## src/rtl/mips_pkg.sv

```systemverilog
// mips_pkg -- shared definitions for the 5-stage MIPS core front end.
//   PC_W       byte-address width of PC / pc_4 buses
//   INSTR_W    instruction width
//   NOP_INSTR  encoding used for an IF/ID bubble
//   RESET_PC   PC loaded on reset
//   if_state_t fetch-stage control states
package mips_pkg;

  localparam int unsigned PC_W    = 12;
  localparam int unsigned INSTR_W = 32;

  localparam logic [31:0] NOP_INSTR = 32'h0000_0000;
  localparam logic [11:0] RESET_PC  = 12'h000;

  // BOOT: waiting for the first go; RUN: fetching; HALTED: sticky until reset.
  typedef enum logic [1:0] {
    BOOT   = 2'd0,
    RUN    = 2'd1,
    HALTED = 2'd2
  } if_state_t;

endpackage

```

## src/rtl/if_id_reg.sv

```systemverilog
// if_id_reg -- IF/ID pipeline register carrying {pc+4, instruction, valid}.
// Ports:
//   clk      core clock, all state on posedge
//   rst_n    synchronous active-low reset, clears to a bubble
//   load_i   capture pc_4_i / instr_i and mark the slot valid
//   flush_i  replace contents with a bubble (wins over load_i)
//   pc_4_i   pc+4 of the instruction being captured
//   instr_i  instruction being captured
//   pc_4_o   registered pc+4
//   instr_o  registered instruction (NOP_INSTR when bubble)
//   valid_o  registered valid flag
// With neither load_i nor flush_i asserted the register holds.
module if_id_reg #(
  parameter int unsigned PC_W    = 12,
  parameter int unsigned INSTR_W = 32
) (
  input  logic               clk,
  input  logic               rst_n,
  input  logic               load_i,
  input  logic               flush_i,
  input  logic [PC_W-1:0]    pc_4_i,
  input  logic [INSTR_W-1:0] instr_i,
  output logic [PC_W-1:0]    pc_4_o,
  output logic [INSTR_W-1:0] instr_o,
  output logic               valid_o
);
  import mips_pkg::*;

  logic [PC_W-1:0]    pc_4_q;
  logic [INSTR_W-1:0] instr_q;
  logic               valid_q;

  always_ff @(posedge clk) begin
    if (!rst_n || flush_i) begin
      pc_4_q  <= '0;
      instr_q <= NOP_INSTR[INSTR_W-1:0];
      valid_q <= 1'b0;
    end else if (load_i) begin
      pc_4_q  <= pc_4_i;
      instr_q <= instr_i;
      valid_q <= 1'b1;
    end
  end

  assign pc_4_o  = pc_4_q;
  assign instr_o = instr_q;
  assign valid_o = valid_q;

endmodule

```

## src/rtl/if_stage.sv

```systemverilog
// if_stage -- instruction-fetch stage plus IF/ID register of the MIPS core.
// Ports:
//   clk             core clock, all state on posedge
//   rst_n           synchronous reset, active low
//   go              global advance enable; 0 freezes every register here
//   stall           load-use hazard from ID: hold PC and IF/ID
//   redirect_valid  taken branch/jump resolved in EXE (beats stall)
//   redirect_pc     redirect byte address, bits [1:0] forced to zero
//   halt_req        syscall-halt from WB, enters sticky HALTED
//   imem_addr       word address to combinational instruction ROM
//   imem_rdata      ROM data for imem_addr, same cycle
//   pc_4_out        registered pc+4 of instruction_out
//   instruction_out registered instruction (0 = bubble)
//   valid_out       instruction_out is a real fetched instruction
//   halted          high only in HALTED
//   stall_cnt       (IF_PERF_CNT_EN) saturating count of stall cycles in RUN
//   flush_cnt       (IF_PERF_CNT_EN) saturating count of redirect cycles in RUN
// Build option: define IF_PERF_CNT_EN to add the performance counters.
module if_stage #(
  parameter int unsigned       PC_W     = mips_pkg::PC_W,
  parameter int unsigned       INSTR_W  = mips_pkg::INSTR_W,
  parameter logic [PC_W-1:0]   RESET_PC = mips_pkg::RESET_PC
) (
  input  logic               clk,
  input  logic               rst_n,
  input  logic               go,
  input  logic               stall,
  input  logic               redirect_valid,
  input  logic [PC_W-1:0]    redirect_pc,
  input  logic               halt_req,
  output logic [PC_W-3:0]    imem_addr,
  input  logic [INSTR_W-1:0] imem_rdata,
  output logic [PC_W-1:0]    pc_4_out,
  output logic [INSTR_W-1:0] instruction_out,
  output logic               valid_out,
  output logic               halted
`ifdef IF_PERF_CNT_EN
  ,
  output logic [31:0]        stall_cnt,
  output logic [31:0]        flush_cnt
`endif
);
  import mips_pkg::*;

  if_state_t       state_q;
  logic            halted_q;
  logic [PC_W-1:0] pc_q;
  logic [PC_W-1:0] pc_d;
  logic [PC_W-1:0] pc_plus4;
  logic            run_go;
  logic            ifid_load;
  logic            ifid_flush;

  // Wraps modulo 2^PC_W with no carry out.
  assign pc_plus4 = pc_q + PC_W'(4);
  assign run_go   = go && (state_q == RUN);

  // Next-PC select and IF/ID control; only meaningful while running.
  // Redirect beats stall, stall beats sequential fetch.
  always_comb begin
    pc_d       = pc_q;
    ifid_load  = 1'b0;
    ifid_flush = 1'b0;
    if (run_go) begin
      if (redirect_valid) begin
        pc_d       = redirect_pc & ~PC_W'(3);
        ifid_flush = 1'b1;
      end else if (!stall) begin
        pc_d       = pc_plus4;
        ifid_load  = 1'b1;
      end
    end
  end

  // Control FSM and PC. A halt request still lets this edge's
  // redirect/stall/fetch take effect; HALTED freezes from the next edge on.
  always_ff @(posedge clk) begin
    if (!rst_n) begin
      state_q  <= BOOT;
      halted_q <= 1'b0;
      pc_q     <= RESET_PC;
    end else if (go) begin
      case (state_q)
        BOOT: begin
          state_q <= RUN;
        end
        RUN: begin
          pc_q <= pc_d;
          if (halt_req) begin
            state_q  <= HALTED;
            halted_q <= 1'b1;
          end
        end
        HALTED: begin
          state_q <= HALTED;
        end
        default: begin
          state_q <= BOOT;
        end
      endcase
    end
  end

  if_id_reg #(
    .PC_W    (PC_W),
    .INSTR_W (INSTR_W)
  ) u_if_id_reg (
    .clk     (clk),
    .rst_n   (rst_n),
    .load_i  (ifid_load),
    .flush_i (ifid_flush),
    .pc_4_i  (pc_plus4),
    .instr_i (imem_rdata),
    .pc_4_o  (pc_4_out),
    .instr_o (instruction_out),
    .valid_o (valid_out)
  );

  assign imem_addr = pc_q[PC_W-1:2];
  assign halted    = halted_q;

`ifdef IF_PERF_CNT_EN
  logic [31:0] stall_cnt_q;
  logic [31:0] flush_cnt_q;

  always_ff @(posedge clk) begin
    if (!rst_n) begin
      stall_cnt_q <= '0;
      flush_cnt_q <= '0;
    end else if (run_go) begin
      if (redirect_valid) begin
        if (flush_cnt_q != '1) flush_cnt_q <= flush_cnt_q + 32'd1;
      end else if (stall) begin
        if (stall_cnt_q != '1) stall_cnt_q <= stall_cnt_q + 32'd1;
      end
    end
  end

  assign stall_cnt = stall_cnt_q;
  assign flush_cnt = flush_cnt_q;
`endif

endmodule

```

## config.mk

```make
export PLATFORM = sky130hd
export DESIGN_NAME = if_stage
export DESIGN_NICKNAME = d
export VERILOG_FILES = /design/src/rtl/mips_pkg.sv /design/src/rtl/if_id_reg.sv /design/src/rtl/if_stage.sv
export SDC_FILE = /design/constraint.sdc
export NUM_CORES = 1
export LEC_CHECK = 0
export CAP_MARGIN = 0
export CORE_UTILIZATION = 41
export DETAILED_ROUTE_END_ITERATION = 6
export PLACE_DENSITY = 0.8
export SYNTH_ARGS = -nofsm -noshare
export SYNTH_HDL_FRONTEND = slang
export SYNTH_SLANG_ARGS = --single-unit
```

## constraint.sdc

```tcl
create_clock -name clk -period 1.8 [get_ports clk]
set_input_delay 0.36 -clock clk [delete_from_list [all_inputs] [get_ports clk]]
set_output_delay 0.36 -clock clk [all_outputs]
set_load 0.01 [all_outputs]
```

==> After elaboration in Yosys (flattened, before gate mapping) <==
Index checks and enable logic that the tools add are counted.
{ "word_totals": {"ff_bits": 60, "inputBits": 50} }
{ "classes": {"addsub": 1, "n_reduce_logical": 7, "mux": 9, "eq_ne": 4} }
{ "op_table": {"columns": ["operator", "count"], "rows": [
  ["$mux 12", 2],
  ["$add 12x3->12 const B", 1],
  ["$pmux 2 s3", 1],
  ["$mux 1", 5],
  ["$reduce_and 4->1", 1],
  ["$reduce_and 3->1", 1],
  ["$eq 2x1->1 const B", 1],
  ["$eq 2x2->1 const B", 1],
  ["$logic_not 2->1", 1],
  ["$mux 2", 1],
  ["$ne 2x1->1 const B", 1],
  ["$ne 2x2->1 const B", 1],
  ["$reduce_and 2->1", 1],
  ["$logic_and 1x1->1", 1],
  ["$logic_not 1->1", 1],
  ["$logic_or 1x1->1", 1]
]} }

==> Depth between registers and ports, before layout <==
{ "depth": {"ltp_word": 4, "mapped_depth": 7, "depth_no_buf": 6} }

==> Cells and area by module <==
Synthesis repeated with hierarchy kept, for this count alone.
{ "hier_totals": {"hier_cells": 255, "hier_area_um2": 2547.4} }
{ "by_module_without_submodules": {"columns": ["module", "n_inst", "area_per_inst_um2", "cells_per_inst"], "rows": [
  ["if_id_reg", 1, 1636.6, 146],
  ["if_stage", 1, 910.9, 109]
]} }

==> Least setup slack after synthesis <==
Ideal clock, no wire load.
{ "synth_path": {"path_type": "flip-flop to flip-flop", "startpoint": "reg pc_q[2]", "endpoint": "reg pc_q[8]", "setup_time_ns": 0.118, "slack_ns": 0.253, "period_less_slack_ns": 1.547, "path_stages_with_launch": 6, "t_required_ns": 1.682, "arrival_ns": 1.429, "path_buffers": 1, "path_cell_list": "dfxtp_1 > ha_1 > clkbuf_1 > nand2_1 > or3_1 > o2111a_1"} }
{ "synth_between": {"elab_chain_cells": 3} }
{ "synth_lines": {"columns": ["element", "line_no", "text"], "rows": [
  ["start: declaration", "if_stage.sv:47", "logic [PC_W-1:0] pc_q;"],
  ["start signal: assignment", "if_stage.sv:88", "pc_q <= pc_d;"],
  ["$add 12x3->12", "if_stage.sv:55", "assign pc_plus4 = pc_q + PC_W'(4);"],
  ["$mux 12", "if_stage.sv:68", "end else if (!stall) begin"],
  ["$mux 12", "if_stage.sv:65", "if (redirect_valid) begin"]
]} }
Every way passes these cells. The select of a mux whose other input is x is not followed.
A chain may end at the register's enable or synchronous reset.

==> Final worst setup path <==
{ "layout_path": {"startpoint": "reg pc_q[6]", "endpoint": "out imem_addr[4]"} }
{ "layout_lines": {"columns": ["element", "line_no", "text"], "rows": [
  ["end: declaration", "if_stage.sv:31", "output logic [PC_W-3:0] imem_addr,"]
]} }
No word-level cell between the ends.

==> impl_results.md <==
- Layout area overhead: 55.97%
- Seq/Total Area, Yosys: 0.4883
- Switching Fraction: 0.2267
- CTS tree: yes
- Status: completed
- Power Dens Cells: 682.5 nW/um^2
- Share of layout cells above drive strength 1: 0.07532
- WL final: about 5.8 mm
- Netlist cell types: 42
- Final Cycle Share: 0.9696
- Combinational Power Share: 0.151
- Initial Utilization: 0.4384
- Flops & latches, synth: 56
- ANT cells: 0
- Floorplan core area: around 5200 sq um
- Clk sinks: 56
- Yosys top cell by area: dfxtp_1
- Critical path cell sequence: clkdlybuf4s50_1
- CTS H-tree depth: 2
- Initial antenna violation count: 0
- Delay-heaviest family, CP: buffers and inverters
- WL per Instance: 12.74 um
- Largest net degree at the start of global routing: 52
- Worst path depth: 1
- Clk Latency, worst-skew pair: 0.30 ns
- CP max stage cell: clkdlybuf4s50_1
- Post-synth top flop: dfxtp_1
- Leak: about 1.3 nW
- Routability congestion estimate: 0.8586
- WS Path Type: flop to primary output
- 1st-pass router iterations: 4
- First-pass GRT wire length: 9.666 mm
- RSZ-0062 raised after global routing: false
- Final core occ: 0.6837
- Sequential share of power: 0.532
- Synth async-reset ratio: 0
- Syn Area/Cell: 8.200 sq um
- MaxCap Viol Count: 0
- Via-to-Cell Ratio: between 5 and 6
- R2R depth: 6
- Hold WC Path Type: flop to flop
- Worst setup SP type: flop
- Aggregate global routing overflow: 0
- Worst Path Required: 1.44 ns
- Cell Int Power: roughly 0.0019 W
- Synth top cells by count: nand2_1 (73), dfxtp_1 (56), a21oi_1 (45)
- Top Ports: 106
- Crit path buffers/inverters: 1
- Starting DRT DRC Count: 64
- Placement row count: 26
- Final hold violation count: 0
- Mapped Cells: 280
- Tmin final: 1.745 ns
- Yosys warnings: 0
- Cell with the most instances after synthesis: nand2_1
- Crit end category: primary output
- Max FO, Critical Path: 7
- Total CTS buffers: 5
- Fmax: 573.0 MHz
- Netlist Area Pre-Place: around 2300 sq um
- Hold Slack: 0.4567 ns
- Post-synth EDFFs: 0
- Deepest clock path buffer count: 2
- CTS root buf: clkbuf_8
- Hold buffer count at cts: 0
- CP peak stage delay: 0.60 ns
- DRT antenna net count: 0
- Chip Height: 76.83 um
- Skew final: 0.002976 ns
- DRC errors left: 0
- Critical Path AT: roughly 1.4 ns
- # port buffers: 101
- Setup bufs post-CTS: 0
- Die area: 5903 sq um
- Via count of the first global-routing pass: 2,168
- Clock network power share: 0.317
- Synth top area share: 0.4883
- Total number of vias: 2,295
- Psw: 0.0005541 W
- GRT Total Usage: 0.2001
- Clock-pin transition on the worst setup and hold timing paths: 0.09 ns
- Count of final max-slew check failures: 0
- Area contributors post-synth: dfxtp_1 (49%), nand2_1 (12%), a21oi_1 (9.8%)
- Fin nets: 439
- Die Width: 76.83 um
- Max VDD drop: 414.1 uV
- DP Wirelength: 4.243 mm
- Post-route setup TNS: 0 ns
- Final setup fails: 0
- Hold Crit Depth: 2
-- state kept, by name, summed over array words and instances (netlist names) --
register / flops
state_q: 2
pc_q: 10
halted: 1
u_if_id_reg.pc_4_o: 10
u_if_id_reg.valid_o: 1
u_if_id_reg.instr_o: 32
-- path summary, 6_finish.rpt --
check / startpoint / to / slack, ns
worst max register to register: state_q[0] / u_if_id_reg.pc_4_o[4] / 0.17
worst max-delay path: pc_q[6] / imem_addr[4] / 0.05
worst min register to register: u_if_id_reg.instr_o[29] / u_if_id_reg.instr_o[29] / 0.46
worst min-delay path: u_if_id_reg.instr_o[29] / u_if_id_reg.instr_o[29] / 0.46
-- layout make-up --
cell class | count | area (sq um)
Clock buffer | 5 | 68.82
Clock inverter | 1 | 30.03
Inverter | 6 | 22.52
Multi-Input combinational cell | 198 | 1052
Tap cell | 70 | 87.58
Timing Repair Buffer | 119 | 1196
Fill cell | 455 | 1657
Sequential cell | 56 | 1124
-- timing repair --
item	4_1_cts	5_1_grt
gates resized for setup	1	1
pin swaps	0	0
setup endpoints to repair	1	1
-- layer usage --
metal / part of all wire / GRT usage / vias to the layer above
li1: - / - / 1152
met2: 0.49 / 0.3607 / 77
met3: 0.061 / 0.04405 / 6
met5: 0 / 0 / -
met1: 0.44 / 0.2362 / 1060
met4: 0.0079 / 0.05385 / 0
-- placed cells by master, fill, tap and decap left out, types with 3 or more instances in the layout --
| cell | Yosys | final |
|---|---|---|
| dfxtp_1 | 56 | 54 |
| ha_1 | 3 | 3 |
| or3_1 | 3 | 3 |
| xor2_1 | 5 | 5 |
| nor2b_1 | 3 | 3 |
| o221ai_1 | 3 | 3 |
| nand3_1 | 5 | 5 |
| o21ai_1 | 7 | 7 |
| clkdlybuf4s50_1 | 0 | 101 |
| buf_12 | 0 | 4 |
| nor2_1 | 8 | 8 |
| clkbuf_8 | 0 | 5 |
| a21oi_1 | 45 | 45 |
| a31oi_1 | 3 | 3 |
| inv_1 | 6 | 6 |
| nand2_1 | 73 | 73 |
| buf_4 | 4 | 14 |
| o21ai_0 | 5 | 5 |
| mux2i_1 | 3 | 3 |
| nor3_1 | 4 | 4 |
-- power by group through the flow --
| stage | registers (W) | clock network, W | logic (W) |
|---|---|---|---|
| 2_1_floorplan | 0.00134 | 0 | 0.000133 |
| 3_3_place_gp | 0.00133 | 0 | 0.000363 |
| 3_5_place_dp | 0.00133 | 0 | 0.000369 |
| 4_1_cts | 0.00130 | 0.000801 | 0.000370 |
| 5_1_grt | 0.00131 | 0.000857 | 0.000400 |
| 6_report | 0.00130 | 0.000775 | 0.000368 |
-- cell families after synthesis --
family	Yosys count	synth area share
adder cells (fa/ha/maj)	3	0.01635
AND/OR/NAND/NOR	107	0.2033
multiplexers	3	0.01308
AO/OA/AOI/OAI	76	0.1929
buffers and inverters	27	0.05776
flip-flops	56	0.4883
XOR/XNOR	7	0.02670
other	1	0.001633
-- through the flow --
| stage | power (W) | worst slack [ns] | instance area (sq um) | instances |
|---|---|---|---|---|
| global route | 0.002564 | 0.001830 | 3581 | 455 |
| global placement | 0.001691 | -0.01576 | 3480 | 449 |
| finish | 0.002444 | 0.05474 | 3581 | 455 |
| floorplan | 0.001472 | 0.2530 | 2300 | 281 |
| detailed placement | 0.001698 | -0.07140 | 3480 | 449 |
| CTS | 0.002473 | 0.0007421 | 3580 | 455 |
No activity file was read; power rests on OpenSTA's default activity.
==> patch 1: new RTL, same flow settings <==
`PC_W` is set to 12 in 2 places; all go to 14.
--- a/src/rtl/mips_pkg.sv
+++ b/src/rtl/mips_pkg.sv
@@ -6,7 +6,7 @@
 //   if_state_t fetch-stage control states
 package mips_pkg;
 
-  localparam int unsigned PC_W    = 12;
+  localparam int unsigned PC_W    = 14;
   localparam int unsigned INSTR_W = 32;
 
   localparam logic [31:0] NOP_INSTR = 32'h0000_0000;
--- a/src/rtl/if_id_reg.sv
+++ b/src/rtl/if_id_reg.sv
@@ -11,7 +11,7 @@
 //   valid_o  registered valid flag
 // With neither load_i nor flush_i asserted the register holds.
 module if_id_reg #(
-  parameter int unsigned PC_W    = 12,
+  parameter int unsigned PC_W    = 14,
   parameter int unsigned INSTR_W = 32
 ) (
   input  logic               clk,
Interface: changed (resized imem_addr, pc_4_out and redirect_pc); port bits go from 106 to 112. The function was not compared with the original's and may differ.
==> patch 1 against the original RTL <==
  * Count of clock-buffer cells in the layout grew 7
  * Non-clock buffer count grew 21
  * Sequential cell count grew 4
  * Sequential share of layout area shrank 2.6 points
  * Sequential power grew 7%
  * Final cell count grew 16%
  * Area after synthesis grew 12%
  * Synthesized cell count grew 16%
  * Worst setup slack lost 0.034 ns
  * Total power grew 23%
  * Design area grew 17%
  * Wire length grew 32%
==> patch 1: results <==
export IMPL_status="finished, final reports clean"
export IMPL_clk_pin_slew_ns=0.06
export IMPL_antenna_found_initial=0
export IMPL_power_internal_w=0.00230
export IMPL_grt_pass1_vias=2333
export IMPL_clk_latency_ns=0.33
export IMPL_gp_congestion=0.883
export IMPL_first_pass_iters=4
export IMPL_grt_pass1_wl_um=10700
export IMPL_drt_wirelength_per_cell_um=14.4
export IMPL_yosysSeqAreaShare_pct=46.7
export IMPL_hold_buffers=0
export IMPL_root_buffer="clkbuf_8"
export IMPL_nFillCells=454
export IMPL_grtUsageMet2_pct=36.6
export IMPL_num_antenna_cells=0
export IMPL_post_place_ws_ns=-0.114
export IMPL_synthFlopType="dfxtp_1"
export IMPL_clock_skew_final_ns=0.00665
export IMPL_layout_drive_gt1_share_pct=14.3
export IMPL_dpl_hpwl_um=4890
export IMPL_postSynth_asyncResetShare_pct=0
export IMPL_synth_area_leaders="dfxtp_1, nand2_1, a21oi_1"
export IMPL_via_per_inst=5.12
export IMPL_drtIter0Drc=95
export IMPL_grt_usage_pct=21.6
export IMPL_grt_use_met1_pct=25.3
export IMPL_power_leakage_nw=1.47
export IMPL_largest_register_ffs=32
export IMPL_grt_start_max_net_pins=46
export IMPL_cp_max_fo=6
export IMPL_hp_class="reg2reg"
export IMPL_met3_usage_pct=6.07
export IMPL_critPathArrivalTime_ns=1.42
export IMPL_yosys_warnings=0
export IMPL_ys_top_cells_by_count="nand2_1, dfxtp_1, a21oi_1"
export IMPL_cts_made_buffers=9
export IMPL_cts_max_level=3
export IMPL_peakVddDrop_mv=0.532
export IMPL_cts_buffer_depth=2
export IMPL_final_nets=506
export IMPL_synth_distinct_cells=43
export IMPL_port_buffers=107
## patch 1: per-stage QoR
step	TNS (ns)	area [µm²]	utilization, %	cells
2_1_floorplan	0	2580	-	325
3_3_place_gp	-0.398	3880	64.7	509
3_5_place_dp	-0.856	3880	64.7	509
4_1_cts	0	4070	67.9	523
5_1_grt	-0.0130	4210	70.2	529
6_report	0	4210	70.2	529
## patch 1: per-layer routing
metal  share of wire, %  wire length, µm  vias to the layer above
met1                 41             3150                     1243
met2                 50             3810                       99
met5                  0                0                        -
met4                2.1              162                        0
li1                   -                -                     1349
met3                6.6              500                       16
## patch 1: final cells by class
cell class | count | area share [%]
Clock buffer | 12 | 3.69
Clock inverter | 2 | 0.833
Timing Repair Buffer | 140 | 33.4
Inverter | 6 | 0.536
Tap cell | 75 | 2.23
Multi-Input combinational cell | 234 | 30.5
Sequential cell | 60 | 28.8
## patch 1: path summary, 6_finish.rpt
kind,from,cells after the start,slack (ns),to
worst max register to register,state_q[1],10,0.08,u_if_id_reg.instr_o[7]
worst max-delay path,pc_q[4],2,0.02,imem_addr[2]
worst min-delay path,u_if_id_reg.instr_o[0],2,0.45,u_if_id_reg.instr_o[0]
worst min register to register,u_if_id_reg.instr_o[0],2,0.45,u_if_id_reg.instr_o[0]
## patch 1: power by group through the flow
stage / sequential, W / clock (W) / combinational [W]
5_1_grt: 0.00140 / 0.00128 / 0.000459
2_1_floorplan: 0.00143 / 0 / 0.000147
4_1_cts: 0.00139 / 0.00121 / 0.000403
3_5_place_dp: 0.00142 / 0 / 0.000400
6_report: 0.00139 / 0.00119 / 0.000425
3_3_place_gp: 0.00142 / 0 / 0.000393
## patch 1: cell families (layout without fill, tap and decap cells)
group / after synthesis / count (layout) / share of synthesized area [%]
AND/OR/NAND/NOR: 136 / 136 / 23.3
AO/OA/AOI/OAI: 79 / 79 / 18.5
flip-flops: 60 / 60 / 46.7
buffers and inverters: 31 / 160 / 4.96
XOR/XNOR: 10 / 10 / 3.40
multiplexers: 4 / 4 / 1.56
adder cells (fa/ha/maj): 3 / 3 / 1.46
other: 1 / 2 / 0.146
## patch 1: timing repair
| item | 4_1_cts | 5_1_grt |
|---|---|---|
| endpoints found under the hold margin | 0 | 0 |
| setup buffers | 0 | 4 |
| cloned | 0 | 2 |
| pin swaps | 0 | 1 |
| endpoints found under the setup margin | 3 | 41 |
| gates resized for setup | 3 | 11 |
## patch 1: worst max-delay path, cell delays in order (launching register included)
cell and delay, ns:
dfxtp_2 0.41, buf_4 0.16, clkdlybuf4s50_1 0.53
==> patch 2: new RTL, same flow settings <==
Without the edit above. Encoding of `if_state_t`: now one-hot (3 bits for 3 states).
--- a/src/rtl/mips_pkg.sv
+++ b/src/rtl/mips_pkg.sv
@@ -13,10 +13,10 @@
   localparam logic [11:0] RESET_PC  = 12'h000;
 
   // BOOT: waiting for the first go; RUN: fetching; HALTED: sticky until reset.
-  typedef enum logic [1:0] {
-    BOOT   = 2'd0,
-    RUN    = 2'd1,
-    HALTED = 2'd2
+  typedef enum logic [2:0] {
+    BOOT   = 3'b001,
+    RUN    = 3'b010,
+    HALTED = 3'b100
   } if_state_t;
 
 endpackage
Check against the original RTL: no difference found for any inputs over 10 cycles, from zero or initial values and one cycle with rst_n low; not proved beyond that.
==> patch 2 against the original RTL <==
  * Sequential cell count rose by 1
  * Synthesized cell count rose by 4.3%
  * Worst setup slack barely moved
  * Design area rose by 2.1%
  * Sequential share of layout area fell by 0.11 points
  * Total power rose by 2.4%
  * Area after synthesis rose by 2.4%
  * Maximum frequency barely moved
  * First-iteration DRC count rose by 61%
  * Wire length rose by 7.8%
  * Via count rose by 3.1%
  * Clock skew rose by 0.0028 ns
  * Hold slack got worse by 0.0042 ns
  * Critical path type unchanged
==> patch 2: results <==
export IMPL_slowest_stage="clkdlybuf4s50_1"
export IMPL_cts_resized_gates=0
export IMPL_synth_area_leaders="dfxtp_1, nand2_1, a21oi_1"
export IMPL_status="finished, final reports clean"
export IMPL_worstHoldStart="u_if_id_reg.instr_o[24]"
export IMPL_hp_class="reg2reg"
export IMPL_post_place_ws_ns=-0.185
export IMPL_grt_pass1_wl_um=10300
export IMPL_grtUsageMet2_pct=35.0
export IMPL_layout_drive_gt1_share_pct=8.44
export IMPL_synthFlopType="dfxtp_1"
export IMPL_cp_top_family="buffers and inverters"
export IMPL_cts_buffer_depth=2
export IMPL_cp_max_fo=8
export IMPL_dpl_hpwl_um=4390
export IMPL_final_nets=450
export IMPL_largest_register_ffs=32
export IMPL_yosys_warnings=0
export IMPL_root_buffer="clkbuf_8"
export IMPL_clock_skew_final_ns=0.00582
export IMPL_cts_made_buffers=9
export IMPL_yosys_area_share_xor_xnor_pct=2.98
export IMPL_post_cts_buffers=0
export IMPL_grt_start_max_net_pins=44
export IMPL_clk_latency_ns=0.32
export IMPL_rr_startpoint="state_q[0]"
export IMPL_grt_use_met1_pct=27.0
export IMPL_synth_compound_area_share_pct=19.2
export IMPL_power_leakage_nw=1.25
export IMPL_postSynth_asyncResetShare_pct=0
export IMPL_yosysSeqAreaShare_pct=48.5
export IMPL_gp_congestion=0.898
export IMPL_critPathArrivalTime_ns=1.39
export IMPL_slowest_delay_ns=0.59
export IMPL_peakVddDrop_mv=0.439
export IMPL_first_pass_iters=4
export IMPL_clk_pin_slew_ns=0.06
export IMPL_synth_fa_ha_area_share_pct=0.532
export IMPL_synth_distinct_cells=37
export IMPL_via_per_inst=4.98
export IMPL_place_area_um2=3490
export IMPL_ys_top_cells_by_count="nand2_1, dfxtp_1, a21oi_1"
export IMPL_hold_ws_ns=0.452
export IMPL_num_antenna_cells=0
export IMPL_routed_wl_um=6250
export IMPL_grt_usage_pct=21.7
export IMPL_synthMuxAreaShare_pct=0.426
export IMPL_cts_max_level=3
export IMPL_grt_pass1_vias=2277
export IMPL_worstSetupStartpoint="pc_q[6]"
export IMPL_port_buffers=101
export IMPL_drtIter0Drc=103
export IMPL_antenna_found_initial=0
export IMPL_met3_usage_pct=6.12
## patch 2: changes by cell type in the layout (fill, tap and decap cells not counted), moves of 4 or more
| cell | change |
|---|---|
| a211oi_1 | +8 |
| clkbuf_8 | +5 |
| clkinv_2 | +4 |
| nand2_1 | +8 |
| nor2_1 | +9 |
| nor3_1 | -4 |
| o21a_1 | +4 |
| o21ai_1 | -7 |
## patch 2: stage by stage
step	setup TNS, ns	cells
3_5_place_dp	-3.51	460
4_1_cts	0	475
3_3_place_gp	-1.71	460
2_1_floorplan	0	293
6_report	0	475
5_1_grt	0	475
## patch 2: final timing paths
| check | slack, ns | end | cells past startpoint |
|---|---|---|---|
| worst min-delay path | 0.45 | u_if_id_reg.instr_o[24] | 2 |
| worst max-delay path | 0.05 | imem_addr[4] | 1 |
| worst max register to register | 0.25 | pc_q[3] | 5 |
| worst min register to register | 0.45 | u_if_id_reg.instr_o[24] | 2 |
## patch 2: power breakdown
part	switching [W]	total [W]	internal [W]	leakage, nW
Sequential	0.0000113	0.00129	0.00127	0.461
Clock	0.000471	0.000990	0.000519	0.0887
Combinational	0.0000867	0.000229	0.000142	0.706
Total	0.000569	0.00250	0.00194	1.25
## patch 2: final cells by class
| class | instances | area (µm²) |
|---|---|---|
| fill | 449 | 1850 |
| inverter | 3 | 11.3 |
| tap | 72 | 90.1 |
| clock buffer | 11 | 141 |
| multi-input combinational | 211 | 1080 |
| timing repair buffer | 117 | 1170 |
| sequential | 57 | 1140 |
| clock inverter | 4 | 20.0 |
## patch 2: routing by layer
metal / part of all wire [%] / vias up
met5: 0 / -
met4: 1.4 / 0
met3: 7.3 / 8
met2: 47 / 95
met1: 44 / 1059
li1: - / 1203
## patch 2: cell families after synthesis
family / count (synthesis)
AO/OA/AOI/OAI: 76
XOR/XNOR: 8
adder cells (fa/ha/maj): 1
buffers and inverters: 25
flip-flops: 57
multiplexers: 1
other: 1
AND/OR/NAND/NOR: 123
